### config.mk
export PLATFORM = sky130hd
export DESIGN_NAME = mems_spi_slave
export DESIGN_NICKNAME = d
export VERILOG_FILES = /design/src/rtl/mems_spi_pkg.sv /design/src/rtl/mems_spi_slave_sync_edge.sv /design/src/rtl/mems_spi_slave.sv
export SDC_FILE = /design/constraint.sdc
export NUM_CORES = 1
export LEC_CHECK = 0
export ABC_AREA = 1
export CORE_ASPECT_RATIO = 1.1
export CORE_MARGIN = 2
export CORE_UTILIZATION = 55
export DETAILED_ROUTE_END_ITERATION = 10
export PLACE_DENSITY = 0.81
export SYNTH_ARGS = -nofsm -noshare
export SYNTH_HDL_FRONTEND = slang
export SYNTH_SLANG_ARGS = --single-unit
### constraint.sdc
create_clock -name clk -period 3.8 [get_ports clk]
set_clock_uncertainty 0.1 [all_clocks]
set_input_delay 0.57 -clock clk [delete_from_list [all_inputs] [get_ports clk]]
set_output_delay 0.57 -clock clk [all_outputs]
set_load 0.05 [all_outputs]
### src/rtl/mems_spi_pkg.sv
// Shared constants for the MEMS mirror SPI link (transmitter and receiver).
// Frame width, SPI mode and receiver state encoding live here so both ends agree.
package mems_spi_pkg;

    localparam int MEMS_SPI_DATA_W = 24;

    // SPI mode 1: SCK idles low, data launched on rise, sampled on fall.
    localparam logic MEMS_SPI_CPOL = 1'b0;
    localparam logic MEMS_SPI_CPHA = 1'b1;
    localparam logic [1:0] MEMS_SPI_MODE = {MEMS_SPI_CPOL, MEMS_SPI_CPHA};

    localparam logic [1:0] WAIT_CS_HIGH = 2'd0;
    localparam logic [1:0] IDLE         = 2'd1;
    localparam logic [1:0] RECV         = 2'd2;

endpackage

### src/rtl/mems_spi_slave_sync_edge.sv
// Multi-flop synchronizer with registered rise/fall pulses.
// level is delayed one extra flop so it lines up with the edge pulses.
module sync_edge #(
    parameter int   STAGES  = 2,
    parameter logic RST_VAL = 1'b0
) (
    input  logic clk,
    input  logic rst,
    input  logic din,
    output logic level,
    output logic rise,
    output logic fall
);

    logic [STAGES-1:0] sync_reg;
    logic              prev_reg;
    logic              rise_reg;
    logic              fall_reg;

    generate
        for (genvar gi = 0; gi < STAGES; gi++) begin : g_sync
            always_ff @(posedge clk) begin
                if (!rst) begin
                    sync_reg[gi] <= RST_VAL;
                end else if (gi == 0) begin
                    sync_reg[gi] <= din;
                end else begin
                    sync_reg[gi] <= sync_reg[(gi == 0) ? 0 : gi-1];
                end
            end
        end
    endgenerate

    always_ff @(posedge clk) begin
        if (!rst) begin
            prev_reg <= RST_VAL;
            rise_reg <= 1'b0;
            fall_reg <= 1'b0;
        end else begin
            prev_reg <= sync_reg[STAGES-1];
            rise_reg <= sync_reg[STAGES-1] & ~prev_reg;
            fall_reg <= ~sync_reg[STAGES-1] & prev_reg;
        end
    end

    assign level = prev_reg;
    assign rise  = rise_reg;
    assign fall  = fall_reg;

endmodule

### src/rtl/mems_spi_slave.sv
// Oversampling SPI mode-1 receiver for the MEMS mirror command link.
// Receives MSB-first frames on MOSI and returns a latched status word on MISO.
module mems_spi_slave
    import mems_spi_pkg::*;
#(
    parameter int DATA_W      = MEMS_SPI_DATA_W,
    parameter int SYNC_STAGES = 2
) (
    input  logic              clk,
    input  logic              rst,
    input  logic              cs,
    input  logic              sck,
    input  logic              mosi,
    input  logic [DATA_W-1:0] tx_data,
    output logic              miso,
    output logic [DATA_W-1:0] data_out,
    output logic              new_data,
    output logic              frame_err,
    output logic              busy
);

    localparam int                CNT_W      = $clog2(DATA_W + 2);
    localparam logic [CNT_W-1:0]  CNT_FULL   = CNT_W'(DATA_W);
    localparam logic [CNT_W-1:0]  CNT_MAX    = CNT_W'(DATA_W + 1);
    localparam int                SETTLE_W   = $clog2(SYNC_STAGES + 3);
    localparam logic [SETTLE_W-1:0] SETTLE_MAX = SETTLE_W'(SYNC_STAGES + 2);

    logic cs_level, cs_rise, cs_fall;
    logic sck_level_unused, sck_rise, sck_fall;
    logic mosi_level, mosi_rise_unused, mosi_fall_unused;

    sync_edge #(.STAGES(SYNC_STAGES), .RST_VAL(1'b1)) u_sync_cs (
        .clk(clk), .rst(rst), .din(cs),
        .level(cs_level), .rise(cs_rise), .fall(cs_fall)
    );
    sync_edge #(.STAGES(SYNC_STAGES), .RST_VAL(1'b0)) u_sync_sck (
        .clk(clk), .rst(rst), .din(sck),
        .level(sck_level_unused), .rise(sck_rise), .fall(sck_fall)
    );
    sync_edge #(.STAGES(SYNC_STAGES), .RST_VAL(1'b0)) u_sync_mosi (
        .clk(clk), .rst(rst), .din(mosi),
        .level(mosi_level), .rise(mosi_rise_unused), .fall(mosi_fall_unused)
    );

    logic [1:0]          state_reg, state_next;
    logic [DATA_W-1:0]   rx_shift_reg, rx_shift_next;
    logic [DATA_W-1:0]   tx_shift_reg, tx_shift_next;
    logic [DATA_W-1:0]   data_out_reg, data_out_next;
    logic [CNT_W-1:0]    bit_cnt_reg, bit_cnt_next;
    logic [SETTLE_W-1:0] settle_reg, settle_next;
    logic                first_rise_reg, first_rise_next;
    logic                miso_reg, miso_next;
    logic                new_data_reg, new_data_next;
    logic                frame_err_reg, frame_err_next;

    always_comb begin
        state_next      = state_reg;
        rx_shift_next   = rx_shift_reg;
        tx_shift_next   = tx_shift_reg;
        data_out_next   = data_out_reg;
        bit_cnt_next    = bit_cnt_reg;
        first_rise_next = first_rise_reg;
        miso_next       = miso_reg;
        new_data_next   = 1'b0;
        frame_err_next  = 1'b0;
        // The synchronizers come out of reset reading "cs high"; trust cs only once the real pin has propagated.
        settle_next     = (settle_reg == SETTLE_MAX) ? settle_reg : settle_reg + SETTLE_W'(1);

        case (state_reg)
            WAIT_CS_HIGH: begin
                miso_next = 1'b0;
                if (settle_reg == SETTLE_MAX && cs_level) begin
                    state_next = IDLE;
                end
            end
            IDLE: begin
                miso_next = 1'b0;
                if (cs_fall) begin
                    bit_cnt_next    = '0;
                    tx_shift_next   = tx_data;
                    miso_next       = tx_data[DATA_W-1];
                    first_rise_next = 1'b1;
                    state_next      = RECV;
                end
            end
            RECV: begin
                if (sck_fall) begin
                    rx_shift_next = {rx_shift_reg[DATA_W-2:0], mosi_level};
                    bit_cnt_next  = (bit_cnt_reg == CNT_MAX) ? bit_cnt_reg : bit_cnt_reg + CNT_W'(1);
                end
                // The MSB is already on miso from cs_fall, so the first rise only arms shifting.
                if (sck_rise) begin
                    if (first_rise_reg) begin
                        first_rise_next = 1'b0;
                    end else begin
                        tx_shift_next = {tx_shift_reg[DATA_W-2:0], 1'b0};
                        miso_next     = tx_shift_reg[DATA_W-2];
                    end
                end
                // Uses the *_next values so a coincident final sck_fall is counted before closing.
                if (cs_rise) begin
                    if (bit_cnt_next == CNT_FULL) begin
                        data_out_next = rx_shift_next;
                        new_data_next = 1'b1;
                    end else begin
                        frame_err_next = 1'b1;
                    end
                    miso_next  = 1'b0;
                    state_next = IDLE;
                end
            end
            default: begin
                miso_next  = 1'b0;
                state_next = WAIT_CS_HIGH;
            end
        endcase
    end

    always_ff @(posedge clk) begin
        if (!rst) begin
            state_reg      <= WAIT_CS_HIGH;
            rx_shift_reg   <= '0;
            tx_shift_reg   <= '0;
            data_out_reg   <= '0;
            bit_cnt_reg    <= '0;
            settle_reg     <= '0;
            first_rise_reg <= 1'b0;
            miso_reg       <= 1'b0;
            new_data_reg   <= 1'b0;
            frame_err_reg  <= 1'b0;
        end else begin
            state_reg      <= state_next;
            rx_shift_reg   <= rx_shift_next;
            tx_shift_reg   <= tx_shift_next;
            data_out_reg   <= data_out_next;
            bit_cnt_reg    <= bit_cnt_next;
            settle_reg     <= settle_next;
            first_rise_reg <= first_rise_next;
            miso_reg       <= miso_next;
            new_data_reg   <= new_data_next;
            frame_err_reg  <= frame_err_next;
        end
    end

    assign miso      = miso_reg;
    assign data_out  = data_out_reg;
    assign new_data  = new_data_reg;
    assign frame_err = frame_err_reg;
    assign busy      = (state_reg == RECV);

endmodule

# == Word level (Yosys, flattened, before mapping) ==
# Cells that the tools add are included.
# op_classes
mux,24
addsub,2
n_eq_ne,12
bitwise,8
reduce_logical,10
# ops
op,count
$mux 23,3
$pmux 23 s2,1
$mux 24,1
$mux 5,4
$reduce_and 3->1,4
$eq 5x5->1 const B,2
$pmux 5 s2,1
$mux 1,8
$mux 2,3
$ne 2x1->1 const B,3
$pmux 2 s3,1
$add 5x1->5 const B,1
$and 1x1->1,4
$ne 2x2->1 const B,2
$not 1->1,4
$pmux 1 s2,2
$reduce_and 2->1,2
$reduce_and 4->1,1
$add 3x1->3 const B,1
$eq 3x3->1 const B,1
$ne 3x1->1 const B,1
$ne 3x2->1 const B,1
$eq 2x1->1 const B,1
$eq 2x2->1 const B,1
3 further kinds,3
# totals
inputBits,29
reg_bits,98
word_cells,79
out_inout_bits,28

# == Depth between registers and ports, before layout ==
# Gate-level depths: netlist of run 1.
# logic_depth
ltp_word,6
ltp_mapped,14
ltp_nobuf,13

# == Hierarchy ==
# A second synthesis of run 1 with hierarchy kept.
# hier_totals
hier_cells,617
area_unflattened_um2,4488.1
# by_module_without_submodules
mod,instances,area_each_um2,seq_area_each_um2,cells_each
mems_spi_slave,1,4078.9,1701.6,575
sync_edge,3,136.4,100.1,14

# == Worst setup path before layout of run 1 ==
# OpenSTA, ideal clock, no wires.
# synth_path
kind,register -> register
startpoint,reg state_reg[0]
endpoint,reg tx_shift_reg[10]
setup_time_ns,0.136
arrival_ns,2.031
t_required_ns,3.564
setup_slack_ns,1.533
path_buffers,2
stages_incl_launch_ff,10
synth_period_minus_slack_ns,2.267
cell_sequence,dfxtp_1 inv_1 ha_1 buf_2 clkinv_1 o21ai_1 inv_2 clkbuf_1 o21ai_0 a31oi_1
# synth_between
elab_chain_len,3
elab_cells_between_ends,8
classes_between,5 x eq/ne; 1 x mux; 2 x reduce/logical
# synth_lines
item,line_no,text
"start, declared",mems_spi_slave.sv:45,"logic [1:0] state_reg, state_next;"
"start signal, assigned",mems_spi_slave.sv:132,state_reg <= state_next;
$eq 2x2->1 *,--,
net busy,mems_spi_slave.sv:19,output logic busy
"$ne 2x1->1 (no line), or another cell as far along",--,
$reduce_and 4->1 (no line),--,
"end signal, assigned",mems_spi_slave.sv:134,tx_shift_reg <= tx_shift_next;
"end, declared",mems_spi_slave.sv:47,"logic [DATA_W-1:0] tx_shift_reg, tx_shift_next;"
# The timed path passes the listed nets; every way through them passes the cells marked *.
# A chain may end at the register's enable or synchronous reset.

# == Final worst setup path of run 1 ==
# layout_path
startpoint,reg u_sync_sck.fall_reg (netlist: u_sync_sck.fall)
endpoint,reg data_out_reg[8] (netlist: data_out[8])
# layout_between
elab_chain_len,4
elab_cells_between_ends,5
classes_between,1 x eq/ne; 3 x mux; 1 x reduce/logical
# layout_lines
item,line_no,text
"start, declared",mems_spi_slave_sync_edge.sv:18,logic fall_reg;
"start signal, assigned",mems_spi_slave_sync_edge.sv:42,fall_reg <= ~sync_reg[STAGES-1] & prev_reg;
$mux 5,mems_spi_slave.sv:87,if (sck_fall) begin
$mux 5,mems_spi_slave.sv:69,case (state_reg)
$eq 5x5->1,mems_spi_slave.sv:102,if (bit_cnt_next == CNT_FULL) begin
$reduce_and 3->1 (no line),--,
"end signal, assigned",mems_spi_slave.sv:135,data_out_reg <= data_out_next;
"end, declared",mems_spi_slave.sv:48,"logic [DATA_W-1:0] data_out_reg, data_out_next;"
# Several ways; a longest one is shown, not always the timed one. The select of a mux whose other input is x is not followed.

==> results.py, run 1 <==
metrics = {
    "critical_path": {
        "timing_worst_setup_path_type": "flip-flop to flip-flop",
        "crit_cells": 10,
        "slowest_stage": "dfxtp_1",
        "crit_top_cell": "nand2_1",
        "start_kind": "flip-flop",
        "critPathTopFamily": "simple AND/OR/NAND/NOR gates",
        "r2r_cells": 10,
        "cp_slowest_stage_delay_ns": 0.70,
        "worst_setup_path_end_kind": "flip-flop",
        "crit_required_ns": 3.99,
        "path_max_fanout": 26,
        "crit_chain": "nand3_1, nor2_1, nand2_1, nand2_1, inv_2, nor2_4, nand3_4, nand2_1, inv_1, nor2_1",
        "critPathBufInv": 2,
        "arrival_ns": 2.78,
    },
    "run": {
        "cap_violations": 0,
    },
    "power": {
        "p_int_mw": 1.85,
        "peakVddDrop_v": 0.000371,
        "pwr-share-seq_pct": 51.4,
        "switching_share_pct": 31.9,
        "comb_power_share_pct": 23.6,
        "pwr_density_cell_nw_per_um2": 523,
        "p_clk_share_pct": 24.9,
        "leakage_nw": 2.27,
        "switching_power_uw": 865,
    },
    "global_route": {
        "gr-total-overflow": 0,
        "grt_max_degree": 55,
        "antenna_found_initial": 0,
        "grt_pass1_vias": 3484,
        "grt_pass1_wl_um": 14500,
        "grt_usage_pct": 20.2,
    },
    "min_path": {
        "hold_class": "flip-flop to flip-flop",
        "hold_depth": 1,
    },
    "synthesis": {
        "synth_fp_nets": 640,
        "ys_seq_area_share_pct": 44.5,
        "syn_inst": 603,
        "ys_seq_elements": 98,
        "yosysWarnings": 0,
        "syn_area_um2": 4410,
        "syn_area_per_cell_um2": 7.32,
        "synthDistinctLibCells": 30,
    },
    "clocking": {
        "cts_max_level": 3,
        "clk_pin_slew_ns": 0.09,
        "clockBufferDepth": 2,
        "clock-sinks": 98,
        "tritoncts": "built",
        "numCtsBuffers": 9,
        "ctsHoldBuffers": 0,
        "cts_resized": 0,
        "clkLatencyLatePin_ns": 0.35,
        "postCtsSetupBuffers": 0,
        "cts_root_buffer": "clkbuf_8",
    },
    "status": {
        "status": "complete, no violations",
    },
    "floorplanning": {
        "fp.coreArea_um2": 7830,
        "fp.dieW_um": 89.4,
        "initial_core_util_pct": 56.4,
        "fp.dieH_um": 97.9,
        "pin_count": 57,
        "rows": 34,
        "die_area_um2": 8750,
    },
    "cells_and_area": {
        "layout_commonest_cell": "nand2_1",
        "final_util_pct": 66.3,
        "register_area_um2": 1960,
        "antenna_cells": 0,
        "drive_gt1_share_pct": 5.27,
        "final_cell_mix": "155 x nand2_1, 100 x inv_1, 98 x dfxtp_1, 55 x clkdlybuf4s50_1, 41 x nor2_1",
        "areaGrowthSynthToFinish_pct": 17.7,
        "nets": 677,
        "fillerInstances": 692,
        "multiInputGateArea_um2": 1900,
    },
    "sta": {
        "hold_violations": 0,
        "tightestPinTransition_ns": 0.657,
        "period_minus_slack_ns": 2.59,
        "fmax_ghz": 0.386,
        "rsz0062_at_grt": "false",
        "tns_ns": 0,
        "finalSetupViolations": 0,
        "relSlewSlack_pct": 56.1,
        "drv_slew": 0,
        "fin_crit_sh_pct": 68.2,
    },
    "placement": {
        "gp_congestion": 0.808,
        "io_buffers": 56,
        "hpwl_um": 5520,
    },
    "drt": {
        "drc": 0,
        "vias_per_cell": 5.05,
        "drt_iter0_drc": 142,
        "num_vias": 3799,
        "ant_nets": 0,
        "wl_per_cell_um": 10.9,
        "firstDrtPassIters": 4,
        "wirelength_um": 8220,
    },
}
cells by family after synthesis:
group | synth area share, %
multiplexers | 4.08
AO/OA/AOI/OAI | 13.5
flip-flops | 44.5
AND/OR/NAND/NOR | 22.9
XOR/XNOR | 0.199
buffers and inverters | 12.6
adder cells (fa/ha/maj) | 2.27
metrics by stage:
stage                     cells  setup WS [ns]  instance area, µm²  hold slack [ns]  power, mW
after floorplan             603           1.53                4410            0.290       1.90
after global placement      737           1.34                4990            0.301       2.03
after detailed placement    737           1.20                4990            0.304       2.06
after CTS                   753           1.20                5190            0.317       2.74
after global routing        753          0.819                5190            0.337       2.90
final                       753           1.21                5190            0.316       2.72
power groups by stage:
| stage | clock network, mW | registers [mW] | logic (mW) |
|---|---|---|---|
| 2_1_floorplan | 0 | 1.38 | 0.523 |
| 3_3_place_gp | 0 | 1.41 | 0.622 |
| 3_5_place_dp | 0 | 1.42 | 0.643 |
| 4_1_cts | 0.692 | 1.40 | 0.648 |
| 5_1_grt | 0.731 | 1.43 | 0.737 |
| 6_report | 0.676 | 1.40 | 0.642 |
final timing paths:
| kind | from | end | slack [ns] |
|---|---|---|---|
| max reg2reg | u_sync_sck.fall | data_out[8] | 1.21 |
| max | u_sync_sck.fall | data_out[8] | 1.21 |
| min reg2reg | u_sync_sck.level | u_sync_sck.rise | 0.32 |
| min | u_sync_sck.level | u_sync_sck.rise | 0.32 |
cell usage after synthesis:
library cell | count | area [µm²]
a31oi_1 | 22 | 138
nand4_1 | 24 | 150
xnor2_1 | 1 | 8.76
nand3b_1 | 2 | 15.0
nor3_1 | 3 | 15.0
o21ai_1 | 7 | 35.0
a21oi_1 | 16 | 80.1
buf_1 | 8 | 30.0
nand3_4 | 1 | 17.5
a32o_1 | 1 | 10.0
dfxtp_1 | 98 | 1960
mux2i_1 | 18 | 180
nand3_1 | 7 | 35.0
buf_2 | 7 | 35.0
or2_2 | 2 | 12.5
inv_1 | 100 | 375
nor2_2 | 1 | 6.26
buf_6 | 2 | 22.5
nand2_1 | 155 | 582
o21ai_0 | 27 | 135
inv_2 | 4 | 15.0
buf_4 | 1 | 7.51
o211ai_1 | 24 | 180
nor2_1 | 41 | 154
a211oi_1 | 1 | 7.51
clkbuf_1 | 18 | 67.6
ha_1 | 8 | 100
o21ai_2 | 1 | 8.76
clkinv_1 | 1 | 3.75
nor2_4 | 2 | 22.5
routing by layer:
| metal | vias up | track usage, % | part of all wire (%) |
|---|---|---|---|
| li1 | 1985 | - | - |
| met1 | 1711 | 24.6 | 44 |
| met2 | 88 | 34.4 | 49 |
| met3 | 15 | 3.13 | 4.5 |
| met4 | 0 | 9.30 | 1.9 |
| met5 | - | 0 | 0 |
area by class of cell:
class | count | area share [%]
inverters | 105 | 7.59
clock buffers | 12 | 2.99
multi-input cells | 364 | 36.5
well taps | 108 | 2.60
clock inverters | 4 | 0.964
flip-flops and latches | 98 | 37.8
repair buffers | 62 | 11.6
(Power assumes the default switching activity.)
==> run 2: changes to the inputs <==
Settings changed: CORE_UTILIZATION 55 to 50, PLACE_DENSITY 0.81 to 0.78.
Clock period 3.8 ns to 2.3 ns, I/O delays scaled along.
==> run 2 against run 1 <==
Critical path depth increased by 3; sequential power increased by 66%; setup slack got worse by 0.94 ns; routed wire length increased by 1.4%; via count decreased by 0.97%; non-clock buffer count increased by 6; critical path type unchanged; critical endpoint is now data_out[20].
==> results.py, run 2 (same netlist as run 1, synthesis figures left out) <==
metrics = {
    "status": {
        "status": "complete, no violations",
    },
    "critical_path": {
        "worst_setup_path_end_kind": "flip-flop",
        "start_kind": "flip-flop",
        "timing_worst_setup_path_type": "flip-flop to flip-flop",
        "cp_slowest_stage_delay_ns": 0.42,
        "crit_top_cell": "nand2_1",
        "path_max_fanout": 25,
        "arrival_ns": 2.22,
        "crit_chain": "inv_1, ha_1, nand2_1, inv_1, nand2_1, nand2_1, nand2_1, nand3_1, nor2_4, nand3_4, nand2_1, inv_1, nor2_1",
        "crit_required_ns": 2.49,
        "slowest_stage": "dfxtp_1",
    },
    "global_route": {
        "gr-total-overflow": 0,
        "grt_usage_pct": 18.8,
        "grt_max_degree": 67,
        "grt_pass1_vias": 3548,
        "antenna_found_initial": 0,
        "grt_pass1_wl_um": 14800,
    },
    "clocking": {
        "cts_root_buffer": "clkbuf_8",
        "clk_pin_slew_ns": 0.09,
        "ctsHoldBuffers": 0,
        "clock-sinks": 98,
        "clkLatencyLatePin_ns": 0.35,
        "tritoncts": "built",
        "clockBufferDepth": 2,
        "postCtsSetupBuffers": 0,
        "numCtsBuffers": 9,
        "cts_resized": 0,
        "cts_max_level": 3,
    },
    "cells_and_area": {
        "areaGrowthSynthToFinish_pct": 19.5,
        "antenna_cells": 0,
        "register_area_um2": 1960,
        "fillerInstances": 744,
        "multiInputGateArea_um2": 1900,
        "drive_gt1_share_pct": 6.31,
        "layout_commonest_cell": "nand2_1",
        "final_cell_mix": "155 x nand2_1, 100 x inv_1, 98 x dfxtp_1, 54 x clkdlybuf4s50_1, 41 x nor2_1",
        "nets": 683,
    },
    "sta": {
        "relSlewSlack_pct": 66.0,
        "holdWs_ns": 0.227,
        "tightestPinTransition_ns": 0.509,
        "hold_violations": 0,
        "tns_ns": 0,
        "fin_crit_sh_pct": 88.2,
        "drv_slew": 0,
        "rsz0062_at_grt": "false",
        "fmax_ghz": 0.493,
        "period_minus_slack_ns": 2.03,
        "finalSetupViolations": 0,
    },
    "floorplanning": {
        "fp.coreArea_um2": 8500,
        "pin_count": 57,
        "die_area_um2": 9590,
        "initial_core_util_pct": 51.9,
        "fp.dieW_um": 93.6,
        "fp.dieH_um": 103,
        "rows": 35,
    },
    "placement": {
        "gp_congestion": 0.774,
        "io_buffers": 56,
        "hpwl_um": 5760,
    },
    "drt": {
        "drt_iter0_drc": 149,
        "ant_nets": 0,
        "drc": 0,
        "wl_per_cell_um": 10.9,
        "num_vias": 3762,
        "vias_per_cell": 4.94,
        "wirelength_um": 8330,
        "firstDrtPassIters": 4,
    },
    "min_path": {
        "hold_class": "input pin to flip-flop",
    },
    "power": {
        "pwr_density_cell_nw_per_um2": 861,
        "leakage_nw": 2.31,
        "peakVddDrop_v": 0.000629,
    },
    "run": {
        "cap_violations": 0,
    },
}
-- run 2: cell count changes in the layout (fill, tap and decap cells not counted) --
cell and change:
clkbuf_8 -1, clkinv_4 +1, buf_4 +4, buf_12 +3, clkbuf_1 -1, clkdlybuf4s50_1 -1
clkinv_2 -1, inv_6 +1
-- run 2: through the flow --
step / power [mW] / cell area [µm²] / util, % / worst slack [ns] / instances
global route: 4.85 / 5270 / 62.0 / 0.0285 / 761
detailed placement: 3.47 / 5070 / 59.7 / 0.288 / 746
finish: 4.54 / 5270 / 62.0 / 0.272 / 761
global placement: 3.41 / 5070 / 59.7 / 0.377 / 746
CTS: 4.58 / 5270 / 62.0 / 0.255 / 761
floorplan: 3.15 / 4410 / - / 0.0329 / 603
-- run 2: routing by layer --
metal | routed length (µm) | up-vias | global-route usage [%]
met5 | 0 | - | 0
li1 | - | 2003 | -
met2 | 4030 | 75 | 34.3
met4 | 159 | 0 | 8.03
met1 | 3850 | 1669 | 21.8
met3 | 292 | 15 | 3.22
-- run 2: cell type report --
class                      count  area share, %
multi-input combinational    364           36.0
clock inverter                 5           1.19
inverter                     105           7.48
timing repair buffer          68           12.9
tap                          111           2.63
sequential                    98           37.2
clock buffer                  10           2.61
-- run 2: worst paths after layout --
kind	slack, ns	depth (start not counted)	endpoint	start
max	0.27	13	data_out[20]	bit_cnt_reg[1]
min	0.23	2	u_sync_cs.level	rst
max reg2reg	0.27	13	data_out[20]	bit_cnt_reg[1]
min reg2reg	0.32	1	u_sync_sck.rise	u_sync_sck.level
-- run 2: worst max-delay path: cells and delay by family (launching register included) --
family / cells / cell delay (ns)
fa+ha+maj: 1 / 0.17
flops: 1 / 0.42
simple gates: 9 / 1.12
buf+inv: 3 / 0.15
-- run 2: power breakdown --
| group | internal, mW | switching (mW) | leakage (nW) |
|---|---|---|---|
| Clock | 0.532 | 0.571 | 0.0950 |
| Sequential | 2.08 | 0.233 | 0.799 |
| Combinational | 0.464 | 0.656 | 1.41 |
| Total | 3.08 | 1.46 | 2.31 |
